### config.mk
export PLATFORM = sky130hd
export DESIGN_NAME = dlatch_seq_flat
export DESIGN_NICKNAME = d
export VERILOG_FILES = /design/src/rtl/dlatch_seq_if.sv /design/src/rtl/dlatch_seq.sv /design/src/flat_wrapper.sv
export SDC_FILE = /design/constraint.sdc
export NUM_CORES = 1
export LEC_CHECK = 0
export CAP_MARGIN = 10
export CORE_UTILIZATION = 35
export DETAILED_ROUTE_END_ITERATION = 10
export GPL_TIMING_DRIVEN = 0
export SLEW_MARGIN = 20
export SYNTH_ARGS = -nofsm -noshare
export SYNTH_HDL_FRONTEND = slang
export SYNTH_SLANG_ARGS = --single-unit
export TNS_END_PERCENT = 1
### constraint.sdc
create_clock -name clk -period 2 [get_ports clk]
set_input_delay 0.2 -clock clk [delete_from_list [all_inputs] [get_ports clk]]
set_output_delay 0.2 -clock clk [all_outputs]
set_load 0.1 [all_outputs]
### src/rtl/dlatch_seq_if.sv
// Bus between the dlatch_seq sequencer and whatever drives it. The sequencer
// uses the slave view; the controller and the external latch use the master view.
interface dlatch_seq_if #(
    parameter int WIDTH = 8
);
    logic             start;
    logic [WIDTH-1:0] word;
    logic             flush;
    logic             latch_d;
    logic             latch_en;
    logic             latch_q;
    logic             latch_qb;
    logic             busy;
    logic             done;
    logic             err;
    logic [WIDTH-1:0] readback;
    logic [3:0]       state;

    modport slave (
        input  start, word, flush, latch_q, latch_qb,
        output latch_d, latch_en, busy, done, err, readback, state
    );

    modport master (
        output start, word, flush, latch_q, latch_qb,
        input  latch_d, latch_en, busy, done, err, readback, state
    );
endinterface

### src/rtl/dlatch_seq.sv
// Drives a word into an external D latch one bit at a time, LSB first.
// Each bit goes through setup (en low), enable (en high), hold (en low) and
// a one-cycle readback check of the latch outputs.
// A flush aborts everything and forces the latch to 0.
module dlatch_seq #(
    parameter int WIDTH     = 8,
    parameter int SETUP_CYC = 1,
    parameter int EN_CYC    = 2,
    parameter int HOLD_CYC  = 1
) (
    input  logic        clk,
    input  logic        rst,
    dlatch_seq_if.slave bus
);

    localparam int IDXW = (WIDTH > 1) ? $clog2(WIDTH) : 1;

    typedef enum logic [3:0] {
        ST_IDLE   = 4'b0000,
        ST_SETUP  = 4'b0001,
        ST_ENABLE = 4'b0010,
        ST_HOLD   = 4'b0011,
        ST_CHECK  = 4'b0100,
        ST_END    = 4'b0111,
        ST_FLUSH  = 4'b1000
    } state_t;

    state_t           state_q,    state_d;
    logic [31:0]      cnt_q,      cnt_d;
    logic [IDXW-1:0]  idx_q,      idx_d;
    logic [WIDTH-1:0] word_q,     word_d;
    logic [WIDTH-1:0] readback_q, readback_d;
    logic             err_q,      err_d;
    logic             latch_d_q,  latch_d_d;
    logic             latch_en_q, latch_en_d;
    logic             busy_q,     busy_d;
    logic             done_q,     done_d;

    // Next-state logic. The output registers are loaded with the values that
    // belong to the state being entered, so latch_d/latch_en/busy line up with
    // the state register. done is the exception: it is raised on the edge that
    // leaves END, which places it one cycle after END itself.
    always_comb begin
        state_d    = state_q;
        cnt_d      = cnt_q;
        idx_d      = idx_q;
        word_d     = word_q;
        readback_d = readback_q;
        err_d      = err_q;
        done_d     = 1'b0;

        if (bus.flush && (state_q != ST_FLUSH)) begin
            state_d = ST_FLUSH;
            cnt_d   = 32'd0;
        end else begin
            case (state_q)
                ST_IDLE: begin
                    if (bus.start) begin
                        word_d     = bus.word;
                        err_d      = 1'b0;
                        readback_d = '0;
                        idx_d      = '0;
                        cnt_d      = 32'd0;
                        state_d    = ST_SETUP;
                    end
                end
                ST_SETUP: begin
                    if (cnt_q == 32'(SETUP_CYC - 1)) begin
                        cnt_d   = 32'd0;
                        state_d = ST_ENABLE;
                    end else begin
                        cnt_d = cnt_q + 32'd1;
                    end
                end
                ST_ENABLE: begin
                    if (cnt_q == 32'(EN_CYC - 1)) begin
                        cnt_d   = 32'd0;
                        state_d = ST_HOLD;
                    end else begin
                        cnt_d = cnt_q + 32'd1;
                    end
                end
                ST_HOLD: begin
                    if (cnt_q == 32'(HOLD_CYC - 1)) begin
                        cnt_d   = 32'd0;
                        state_d = ST_CHECK;
                    end else begin
                        cnt_d = cnt_q + 32'd1;
                    end
                end
                ST_CHECK: begin
                    readback_d[idx_q] = bus.latch_q;
                    if ((bus.latch_q != word_q[idx_q]) || (bus.latch_qb != ~bus.latch_q)) begin
                        err_d = 1'b1;
                    end
                    if (idx_q == IDXW'(WIDTH - 1)) begin
                        state_d = ST_END;
                    end else begin
                        idx_d   = idx_q + IDXW'(1);
                        state_d = ST_SETUP;
                    end
                end
                ST_END: begin
                    done_d  = 1'b1;
                    state_d = ST_IDLE;
                end
                ST_FLUSH: begin
                    if (cnt_q == 32'(EN_CYC - 1)) begin
                        cnt_d   = 32'd0;
                        state_d = ST_IDLE;
                    end else begin
                        cnt_d = cnt_q + 32'd1;
                    end
                end
                default: begin
                    state_d = ST_IDLE;
                    cnt_d   = 32'd0;
                end
            endcase
        end

        latch_en_d = (state_d == ST_ENABLE) || (state_d == ST_FLUSH);
        busy_d     = (state_d != ST_IDLE);
        case (state_d)
            ST_SETUP, ST_ENABLE, ST_HOLD, ST_CHECK: latch_d_d = word_d[idx_d];
            default:                                latch_d_d = 1'b0;
        endcase
    end

    // State and output registers, cleared by synchronous reset.
    always_ff @(posedge clk) begin
        if (rst) begin
            state_q    <= ST_IDLE;
            cnt_q      <= 32'd0;
            idx_q      <= '0;
            word_q     <= '0;
            readback_q <= '0;
            err_q      <= 1'b0;
            latch_d_q  <= 1'b0;
            latch_en_q <= 1'b0;
            busy_q     <= 1'b0;
            done_q     <= 1'b0;
        end else begin
            state_q    <= state_d;
            cnt_q      <= cnt_d;
            idx_q      <= idx_d;
            word_q     <= word_d;
            readback_q <= readback_d;
            err_q      <= err_d;
            latch_d_q  <= latch_d_d;
            latch_en_q <= latch_en_d;
            busy_q     <= busy_d;
            done_q     <= done_d;
        end
    end

    assign bus.state    = state_q;
    assign bus.latch_d  = latch_d_q;
    assign bus.latch_en = latch_en_q;
    assign bus.busy     = busy_q;
    assign bus.done     = done_q;
    assign bus.err      = err_q;
    assign bus.readback = readback_q;

endmodule

### src/flat_wrapper.sv
// flat-port wrapper written by rule: the top's interface ports become plain ports
module dlatch_seq_flat 
#(
    parameter int WIDTH     = 8,
    parameter int SETUP_CYC = 1,
    parameter int EN_CYC    = 2,
    parameter int HOLD_CYC  = 1
)
  (clk, rst, bus_start, bus_word, bus_flush, bus_latch_q, bus_latch_qb, bus_latch_d, bus_latch_en, bus_busy, bus_done, bus_err, bus_readback, bus_state);
  dlatch_seq_if #(.WIDTH(WIDTH)) bus_i ();
  input  logic clk;
  input  logic rst;
  input wire logic [$bits(bus_i.start)-1:0] bus_start;
  input wire logic [$bits(bus_i.word)-1:0] bus_word;
  input wire logic [$bits(bus_i.flush)-1:0] bus_flush;
  input wire logic [$bits(bus_i.latch_q)-1:0] bus_latch_q;
  input wire logic [$bits(bus_i.latch_qb)-1:0] bus_latch_qb;
  output wire logic [$bits(bus_i.latch_d)-1:0] bus_latch_d;
  output wire logic [$bits(bus_i.latch_en)-1:0] bus_latch_en;
  output wire logic [$bits(bus_i.busy)-1:0] bus_busy;
  output wire logic [$bits(bus_i.done)-1:0] bus_done;
  output wire logic [$bits(bus_i.err)-1:0] bus_err;
  output wire logic [$bits(bus_i.readback)-1:0] bus_readback;
  output wire logic [$bits(bus_i.state)-1:0] bus_state;
  assign bus_i.start = bus_start;
  assign bus_i.word = bus_word;
  assign bus_i.flush = bus_flush;
  assign bus_i.latch_q = bus_latch_q;
  assign bus_i.latch_qb = bus_latch_qb;
  assign bus_latch_d = bus_i.latch_d;
  assign bus_latch_en = bus_i.latch_en;
  assign bus_busy = bus_i.busy;
  assign bus_done = bus_i.done;
  assign bus_err = bus_i.err;
  assign bus_readback = bus_i.readback;
  assign bus_state = bus_i.state;
  dlatch_seq #(.WIDTH(WIDTH), .SETUP_CYC(SETUP_CYC), .EN_CYC(EN_CYC), .HOLD_CYC(HOLD_CYC)) u_core (.clk(clk), .rst(rst), .bus(bus_i));
endmodule
==> results of run 1 <==
## final cells by class
cell class / instances / area (um^2)
clock buffer: 11 / 153
multi-input combinational: 291 / 1960
buffer: 17 / 104
tap: 108 / 135
sequential: 60 / 1220
inverter: 14 / 52.6
clock inverter: 5 / 57.6
fill: 872 / 4660
timing repair buffer: 37 / 335
## metrics by stage
stage	hold slack, ns	setup slack, ns	setup TNS, ns	cell area, um^2
after floorplan	0.278	-0.174	-1.09	3150
after global placement	0.458	-0.643	-25.72	3570
after detailed placement	0.468	-0.639	-25.75	3570
after CTS	0.290	-0.239	-2.85	3950
after global routing	0.340	-0.297	-6.17	4020
final	0.315	-0.229	-2.20	4020
## synthesized netlist by cell type, drive strengths merged, types with 2 or more instances
cell type  number  area, um^2
o211ai          6        50.1
nand2          36         135
nor3b           5        42.5
and3            4        25.0
o21a            2        15.0
a211oi          2        15.0
and2            4        25.0
nand3          13        65.1
o311ai          4        35.0
clkbuf         11        41.3
nand4           9        56.3
or2             3        18.8
buf             6        37.5
o21ai           6        30.0
inv            14        52.6
and4            4        35.0
a2bb2oi         3        32.5
nor2           63         236
xnor2          26         228
nor2b           5        31.3
nor4           18         119
mux2i           3        30.0
mux4            2        45.0
dfxtp          60        1200
mux2            6        71.3
a21oi          24         120
a31oi           3        18.8
or4             4        30.0
ha              4        50.1
nor3           13        65.1
xor2            4        35.0
## metal layers
| layer | share of wire (%) | vias to the layer above | global-route usage, % | wire length (um) |
|---|---|---|---|---|
| li1 | - | 1455 | - | - |
| met1 | 50 | 1342 | 24.7 | 3830 |
| met2 | 45 | 45 | 25.7 | 3450 |
| met3 | 3.7 | 14 | 4.77 | 281 |
| met4 | 1.8 | 0 | 6.99 | 136 |
| met5 | 0 | - | 0 | 0 |
## cells in the final DEF, fill, tap and decap left out, types with 4 or more instances in the layout
master           synthesis  layout
a21oi_1                 24      24
and3_1                   4       4
and4_1                   4       4
buf_4                    1       8
buf_6                    1       5
clkbuf_1                11       7
clkbuf_2                 0       5
clkbuf_8                 0       9
clkdlybuf4s50_1          0      11
dfxtp_1                 60      49
dfxtp_2                  0       8
dlygate4sd2_1            0      17
ha_1                     4       4
inv_1                   14      14
mux2_2                   5       4
nand2_1                 36      36
nand3_1                 13      13
nand4_1                  9       9
nor2_1                  63      62
nor2b_1                  5       5
nor3_1                  13      12
nor4_1                  17       9
nor4_2                   1       6
o211ai_1                 5       5
o21ai_0                  5       5
or4_1                    4       4
xnor2_1                 26      26
xor2_1                   4       4
## what timing repair did
item / CTS / global route
gates resized for setup: 43 / 21
setup buffers: 8 / 0
setup endpoints to repair: 65 / 46
pin swaps: 8 / 2
## flip-flops by register name, summed over array words and instances (netlist names)
name / count
u_core.cnt_q: 32
u_core.bus.readback: 8
u_core.word_q: 8
u_core.bus.state: 4
u_core.idx_q: 3
u_core.bus.busy: 1
u_core.bus.done: 1
u_core.bus.err: 1
u_core.bus.latch_d: 1
u_core.bus.latch_en: 1
## worst reg2reg max path, delay by kind of cell, from the launching register on
family	cells	cell delay (ns)
simple gates	3	1.15
flops	1	0.34
mux	2	0.31
compound gates	1	0.21
buf+inv	1	0.14
## cells by family after synthesis
family,count (synthesis)
AO/OA/AOI/OAI,61
XOR/XNOR,30
adder cells (fa/ha/maj),4
buffers and inverters,31
flip-flops,60
multiplexers,11
AND/OR/NAND/NOR,185
## power breakdown
part / internal (mW) / switching, mW / leakage [nW]
registers: 1.21 / 0.0179 / 0.491
clock network: 0.651 / 0.503 / 0.105
logic: 0.126 / 0.236 / 0.769
total: 1.99 / 0.757 / 1.36
## how the worst min path moves through the flow
| stage | startpoint | endpoint | slack (ns) | cells after the start |
|---|---|---|---|---|
| 5_1_grt | bus_flush | u_core.bus.done | 0.34 | 2 |
| 3_5_place_dp | u_core.word_q[7] | u_core.word_q[7] | 0.47 | 2 |
| 6_report | bus_flush | u_core.bus.done | 0.32 | 2 |
| 3_3_place_gp | u_core.word_q[7] | u_core.word_q[7] | 0.46 | 2 |
| 2_1_floorplan | bus_flush | u_core.bus.done | 0.28 | 1 |
| 4_1_cts | rst | u_core.idx_q[1] | 0.29 | 2 |
==> impl_metrics.json, run 1 <==
{
  "die_w_um": 96.6,
  "finalWeightedCongestion": 0.828,
  "synth-seq-cells": 60,
  "hpwl_um": 5430,
  "r2r_start": "u_core.bus.state[3]",
  "diodes": 0,
  "die_area_um2": 9330,
  "placed_cells": 519,
  "setup_viol": 33,
  "clk_latency_ns": 0.35,
  "synth_xor_area_share_pct": 8.39,
  "finalCriticalPeriod_ns": 2.23,
  "cts_tree": "yes",
  "final_nets": 448,
  "ys_seq_area_share_pct": 38.4,
  "hp-class": "input port to flip-flop",
  "crit_end": "u_core.bus.latch_d",
  "synthArstFlopShare_pct": 0,
  "grt_pass1_wl_um": 12500,
  "synth.cell_area_um2": 3130,
  "first_pass_iters": 4,
  "grt_pass1_vias": 2523,
  "startpoint_type": "flip-flop",
  "worst-setup-path-type": "flip-flop to flip-flop",
  "syn_nets": 400,
  "viasPerCell": 5.26,
  "powerDensity_nw_per_um2": 684,
  "cp_max_fo": 10,
  "rsz0062_at_grt": "true",
  "synth-edff-count": 0,
  "grt_max_degree": 12,
  "htree_levels": 3,
  "grt_usage_pct": 17.7,
  "initial_utilization_pct": 36.1,
  "io_buffers": 29,
  "slowest_stage": "or4b_4",
  "synth.distinct_cells": 56,
  "drt_iter0_markers": 140,
  "root_buffer": "clkbuf_8",
  "drv_slew": 0,
  "core_area_um2": 8680,
  "synth_top_family_by_area": "simple AND/OR/NAND/NOR gates",
  "ctsLongestPathBuffers": 2,
  "yosys.area_share.simple_pct": 29.4,
  "fp-row-count": 34,
  "critical-path-top-delay-family": "simple AND/OR/NAND/NOR gates",
  "utilization_pct": 46.3,
  "critPathMaxStageDelay_ns": 0.52,
  "crit_cells": 7,
  "avgSynthCellArea_um2": 8.20,
  "die_h_um": 96.6,
  "arrival_ns": 2.49,
  "route.detailed.drc": 0,
  "instances_no_fill": 543,
  "num_io_pins": 31,
  "status": "complete, but fails checks",
  "path_cells": "buf_6, or4b_4, nor3b_4, mux2_4, mux2i_1, or4_1, a31oi_2",
  "synthCells": 382,
  "worst_pin_slew_ns": 0.981,
  "end_kind": "flip-flop",
  "r2r_cells": 7,
  "cts.clk_slew.worst_paths_ns": 0.07,
  "fmax_mhz": 449,
  "fin_crit_sh_pct": 111,
  "path_buf_inv": 1,
  "finalPower_mw": 2.75,
  "drive_gt1_share_pct": 17.9,
  "p_leak_nw": 1.36,
  "skew_ns": 0.00717,
  "cts_hold_buf": 0,
  "cts_sinks": 60,
  "final_hold_viol_count": 0,
  "wl_um": 7700,
  "grt_remaining_overflow": 0,
  "worst_slack_ns": -0.229,
  "antenna_found_initial": 0,
  "synthMuxAreaShare_pct": 4.67,
  "ys.warnings.count": 0,
  "drv_cap": 0,
  "r2r-end": "u_core.bus.latch_d",
  "ys.flop_type": "dfxtp_1",
  "vdd_ir_drop_max_mv": 0.318,
  "wire_per_inst_um": 14.2,
  "synth_fa_ha_area_share_pct": 1.60,
  "relSlewSlack_pct": 34.9,
  "antenna_left": 0,
  "synth_compound_area_share_pct": 13.4,
  "worstPathRequired_ns": 2.27,
  "cts_made_buffers": 9,
  "area_growth_syn_to_layout_pct": 28.3,
  "dr_total_vias": 2856,
  "crit_start": "u_core.bus.state[3]",
  "regToRegSetupSlack_ns": -0.23,
  "violations": "negative setup slack"
}
Note: power is estimated with default switching activity, not from simulation.
==> inputs of run 2 (changes only) <==
GPL_TIMING_DRIVEN = 1   (was 0)
==> impl_metrics.json, run 2 (same netlist as run 1, synthesis figures left out) <==
{
  "initial_utilization_pct": 36.1,
  "wire_per_inst_um": 13.2,
  "finalCriticalPeriod_ns": 2.14,
  "ctsLongestPathBuffers": 2,
  "drive_gt1_share_pct": 27.3,
  "fp-row-count": 34,
  "first_pass_iters": 4,
  "area_growth_syn_to_layout_pct": 34.7,
  "io_buffers": 30,
  "cts_hold_buf": 0,
  "regMostFlops": "u_core.cnt_q",
  "skew_ns": 0.0153,
  "hpwl_um": 5700,
  "layout_common_cells": "85 x buf_4, 62 x nor2_1, 56 x dfxtp_1",
  "regToRegSetupSlack_ns": -0.14,
  "worstPathRequired_ns": 2.25,
  "cts_sinks": 60,
  "wl_met1_um": 3880,
  "r2r_cells": 6,
  "startpoint_type": "flip-flop",
  "die_h_um": 96.6,
  "worst_slack_ns": -0.135,
  "powerDensity_nw_per_um2": 630,
  "hp-class": "input port to flip-flop",
  "placed_cells": 570,
  "r2r_start": "u_core.bus.state[1]",
  "wl_um": 7770,
  "hold-path-cell-count": 3,
  "setup_viol": 21,
  "root_buffer": "clkbuf_8",
  "final_nets": 492,
  "p_leak_nw": 1.52,
  "critPathMaxStageDelay_ns": 0.58,
  "postPlaceCellArea_um2": 3970,
  "grt_pass1_wl_um": 12800,
  "final_hold_viol_count": 0,
  "cts_made_buffers": 9,
  "drt_iter0_markers": 105,
  "violations": "negative setup slack",
  "core_area_um2": 8680,
  "top_layer_used": "met4",
  "cts.clk_slew.worst_paths_ns": 0.07,
  "fin_area_um2": 4220,
  "diodes": 0,
  "hp-start": "bus_word[7]",
  "htree_levels": 3,
  "fin_crit_sh_pct": 107,
  "instances_no_fill": 587,
  "cts_tree": "yes",
  "r2r-end": "u_core.bus.latch_d",
  "utilization_pct": 48.6,
  "finalWeightedCongestion": 0.867,
  "end_kind": "flip-flop",
  "relSlewSlack_pct": 64.5,
  "cp_max_fo": 5,
  "crit_start": "u_core.bus.state[1]",
  "worst-setup-path-type": "flip-flop to flip-flop",
  "route.detailed.drc": 0,
  "layout_commonest_cell": "buf_4",
  "grt_usage_pct": 17.6,
  "num_io_pins": 31,
  "drv_cap": 0,
  "die_w_um": 96.6,
  "vdd_ir_drop_max_mv": 0.458,
  "wl_met2_um": 3510,
  "fmax_mhz": 468,
  "path_cells": "or4b_4, nor3b_4, mux2_4, mux2i_1, or4_1, a31oi_1",
  "grt_remaining_overflow": 0,
  "slowest_stage": "or4b_4",
  "largest_reg_flops": 32,
  "hold_end": "u_core.word_q[7]",
  "dr_total_vias": 3030,
  "antenna_found_initial": 0,
  "grt_max_degree": 15,
  "fillCellCount": 850,
  "drv_slew": 0,
  "antenna_left": 0,
  "clk_latency_ns": 0.34,
  "arrival_ns": 2.39,
  "wl_met3_um": 312,
  "status": "complete, but fails checks",
  "worst_pin_slew_ns": 0.526,
  "rsz0062_at_grt": "true",
  "viasPerCell": 5.16,
  "die_area_um2": 9330,
  "grt_pass1_vias": 2729
}
## run 2: changes by cell type in the layout (fill, tap and decap cells not counted), sizes merged
cell           delta
dlymetal6s2s      -1
clkbuf           -11
clkdlybuf4s50     +2
inv               -1
clkinv            +1
dlygate4sd2      -17
buf              +71
## run 2: per-stage QoR
stage / setup slack [ns] / total power [mW] / hold slack (ns) / setup TNS [ns]
finish: -0.135 / 2.66 / 0.410 / -0.376
CTS: -0.136 / 2.69 / 0.388 / -2.37
floorplan: -0.174 / 1.49 / 0.278 / -1.09
global route: -0.203 / 2.77 / 0.422 / -5.94
detailed placement: -0.243 / 1.63 / 0.468 / -3.92
global placement: -0.213 / 1.62 / 0.457 / -3.76
## run 2: repair_timing
action / CTS / global route
pin swaps: 1 / 4
gates resized for setup: 2 / 10
setup endpoints to repair: 34 / 41
setup buffers: 0 / 1
## run 2: worst max path at each step
stage / end / cells past startpoint / slack [ns]
final: u_core.bus.latch_d / 6 / -0.14
after global routing: u_core.bus.latch_d / 6 / -0.20
after CTS: u_core.bus.latch_d / 6 / -0.14
after detailed placement: u_core.bus.latch_d / 7 / -0.24
after global placement: u_core.bus.latch_d / 7 / -0.21
after floorplan: u_core.bus.latch_d / 7 / -0.17
## run 2: area by class of cell
cell class | instances | area [um^2] | area share (%)
Inverter | 14 | 52.6 | 1.25
Clock buffer | 11 | 131 | 3.11
Tap cell | 108 | 135 | 3.20
Clock inverter | 5 | 52.6 | 1.25
Sequential cell | 60 | 1210 | 28.8
Timing Repair Buffer | 98 | 768 | 18.2
Multi-Input combinational cell | 291 | 1860 | 44.2
## run 2: critical path, delay by kind of cell, from the launching register on
family	cells	cell delay, ns
compound gates	1	0.18
simple gates	3	1.19
flops	1	0.36
mux	2	0.31
## run 2: layer usage
layer | track usage [%] | vias to the layer above
met5 | 0 | -
met3 | 5.01 | 6
met4 | 4.90 | 0
met1 | 25.3 | 1429
li1 | - | 1539
met2 | 25.5 | 56
## run 2: power breakdown
part,switching [mW],internal [mW],leakage (nW)
clock,0.478,0.570,0.0931
combinational,0.231,0.148,0.939
sequential,0.0175,1.21,0.488
total,0.726,1.93,1.52
==> edit: new RTL, config.mk and constraints of run 2 <==
Take the reset off `word_q` and load it in a clocked block of its own.
--- a/src/rtl/dlatch_seq.sv
+++ b/src/rtl/dlatch_seq.sv
@@ -134,5 +134,4 @@
             cnt_q      <= 32'd0;
             idx_q      <= '0;
-            word_q     <= '0;
             readback_q <= '0;
             err_q      <= 1'b0;
@@ -145,5 +144,4 @@
             cnt_q      <= cnt_d;
             idx_q      <= idx_d;
-            word_q     <= word_d;
             readback_q <= readback_d;
             err_q      <= err_d;
@@ -153,4 +151,8 @@
             done_q     <= done_d;
         end
+    end
+
+    always_ff @(posedge clk) begin
+        word_q <= word_d;
     end
 
Check against the original RTL: no difference found for any inputs over 4 cycles, from zero or initial values and one cycle with rst high; that may be too few to reach the edited logic, so the function may still have changed.
==> edit against run 2 <==
  * The flow still finishes with violations (setup timing)
  * Sequential share of layout area shrank 0.11 points
  * Power rose by 6.4%
  * Largest power group unchanged
  * Wire length shrank 2.8%
  * Final area up 0.27%
  * Area after synthesis decreased by 4.1%
  * Die area fell by 4.0%
  * Sequential cell count unchanged
  * Worst setup slack lost 0.13 ns
  * Clock power is 4% higher
  * Count of clock-buffer cells in the layout rose by 2
  * Maximum frequency decreased by 5.6%
==> edit: results (changes against run 2) <==
pre_cts_slack_ns: -0.3223  # -0.07922 ns
worst_ep_arrival_time_ns: 2.53  # +0.14 ns
grt_pass1_wl_um: 12450  # -2.4%
r2r_start: "u_core.bus.state[1]"
drtIter0Drc: 107  # +1.9%
p_int_w: 0.002038  # +5.5%
max_stage_delay_ns: 0.54  # -0.04 ns
synth_nets: 375  # -6.3%
grt_max_degree: 24  # +9
tns_ns: -0.7123  # -0.3363 ns
worstMarginPinSlew_ns: 0.4259  # -0.09999 ns
p_seq_share_pct: 45.1  # -1.2 points
ys_warn_count: 0  # unchanged
synth_top_cells_by_count: "dfxtp_1 (60), nor2_1 (48), nand3_1 (32), nand2_1 (29), xor2_1 (16)"
layout.nets: 478  # -2.8%
place.gp.congestion: 0.8115  # -6.3%
synth_cells: 357  # -6.5%
detail_route.wirelength_um: 7553  # -2.8%
rrSetupSlack_ns: -0.26  # -0.13 ns
place_inst: 554  # -2.8%
drive_gt1_share_pct: 32.04  # +4.7 points
ys_types: 53  # -5.4%
vias: 2878  # -5.0%
synth_xor_area_share_pct: 7.872  # -0.52 points
drt-pass1-iter-count: 4  # unchanged
yosysSeqAreaShare_pct: 39.98  # +1.6 points
hold_end: "u_core.bus.readback[2]"
final.setup_skew_ns: 0.01494  # -0.0003550 ns
synth_compound_area_share_pct: 10.37  # -3.0 points
p_leak_nw: 1.698  # +12%
pg_comb_w: 0.000465  # +23%
hold_slack_ns: 0.4838  # +0.07412 ns
pwr-share-comb_pct: 16.4  # +2.1 points
reg2reg_to: "u_core.bus.latch_d"
synth_mux_area_share_pct: 6.830  # +2.2 points
violations: "setup timing"
whs_path_depth: 2  # -1
worstHoldStart: "u_core.bus.readback[2]"
setup_ws_ns: -0.2619  # -0.1265 ns
peakVddDrop_uv: 281.4  # -39%
cp_max_fo: 5  # unchanged
finalSetupViolCount: 32  # +52%
cpLargestDelayFamily: "simple AND/OR/NAND/NOR gates"
outcome: "finished with violations"
post-dp-hpwl_um: 5445  # -4.5%
grtUsageTotal_pct: 18.08  # +0.48 points
place_area_mm2: 0.003925  # -1.0%
reg2reg_depth: 7  # +1
n_antenna_cell: 0  # unchanged
synth_fa_ha_area_share_pct: 1.666  # +0.068 points
h-tree-depth: 3  # unchanged
viasPerCell: 5.049  # -2.2%
synth_area_leaders: "dfxtp_1 (40%), nor2_1 (6.0%), nand3_1 (5.3%), xor2_1 (4.7%), nand2_1 (3.6%)"
grt_pass1_vias: 2718  # -0.40%
critical_path_class: "reg2reg"
min_path_type: "reg2reg"
ys_async_sr_fraction_pct: 0  # unchanged
## edit: cell types whose count changed after synthesis, moves of 7 or more
cell     change
nand3_1     +19
nor4_1       -8
nand2_1      -7
a21oi_1     -10
mux2i_1      +7
nor2_1      -15
xor2_1      +12
xnor2_1     -15
## edit: layer usage
layer  vias up  wire, µm  global-route usage, %
met5         -         0                      0
met4         0        77                  6.061
met3         8       322                  5.395
met2        59      3547                  29.86
met1      1337      3605                  22.33
li1       1474         -                      -
## edit: area by class of cell
type,count,area (µm²)
clock inverter,3,18.77
timing repair buffer,107,848.3
fill,790,4029
clock buffer,13,180.2
tap,105,131.4
multi-input combinational,273,1804
sequential,60,1212
inverter,9,33.78
## edit: worst register-to-register path, delay by kind of cell (launching register included)
kind | cells | cell delay (ns)
multiplexers | 4 | 0.74
AND/OR/NAND/NOR | 3 | 1.13
flip-flops | 1 | 0.32
## edit: repair_timing
item | 4_1_cts | 5_1_grt
cloned | 0 | 0
resized for setup | 13 | 9
pin swaps | 2 | 3
setup endpoints to repair | 36 | 40
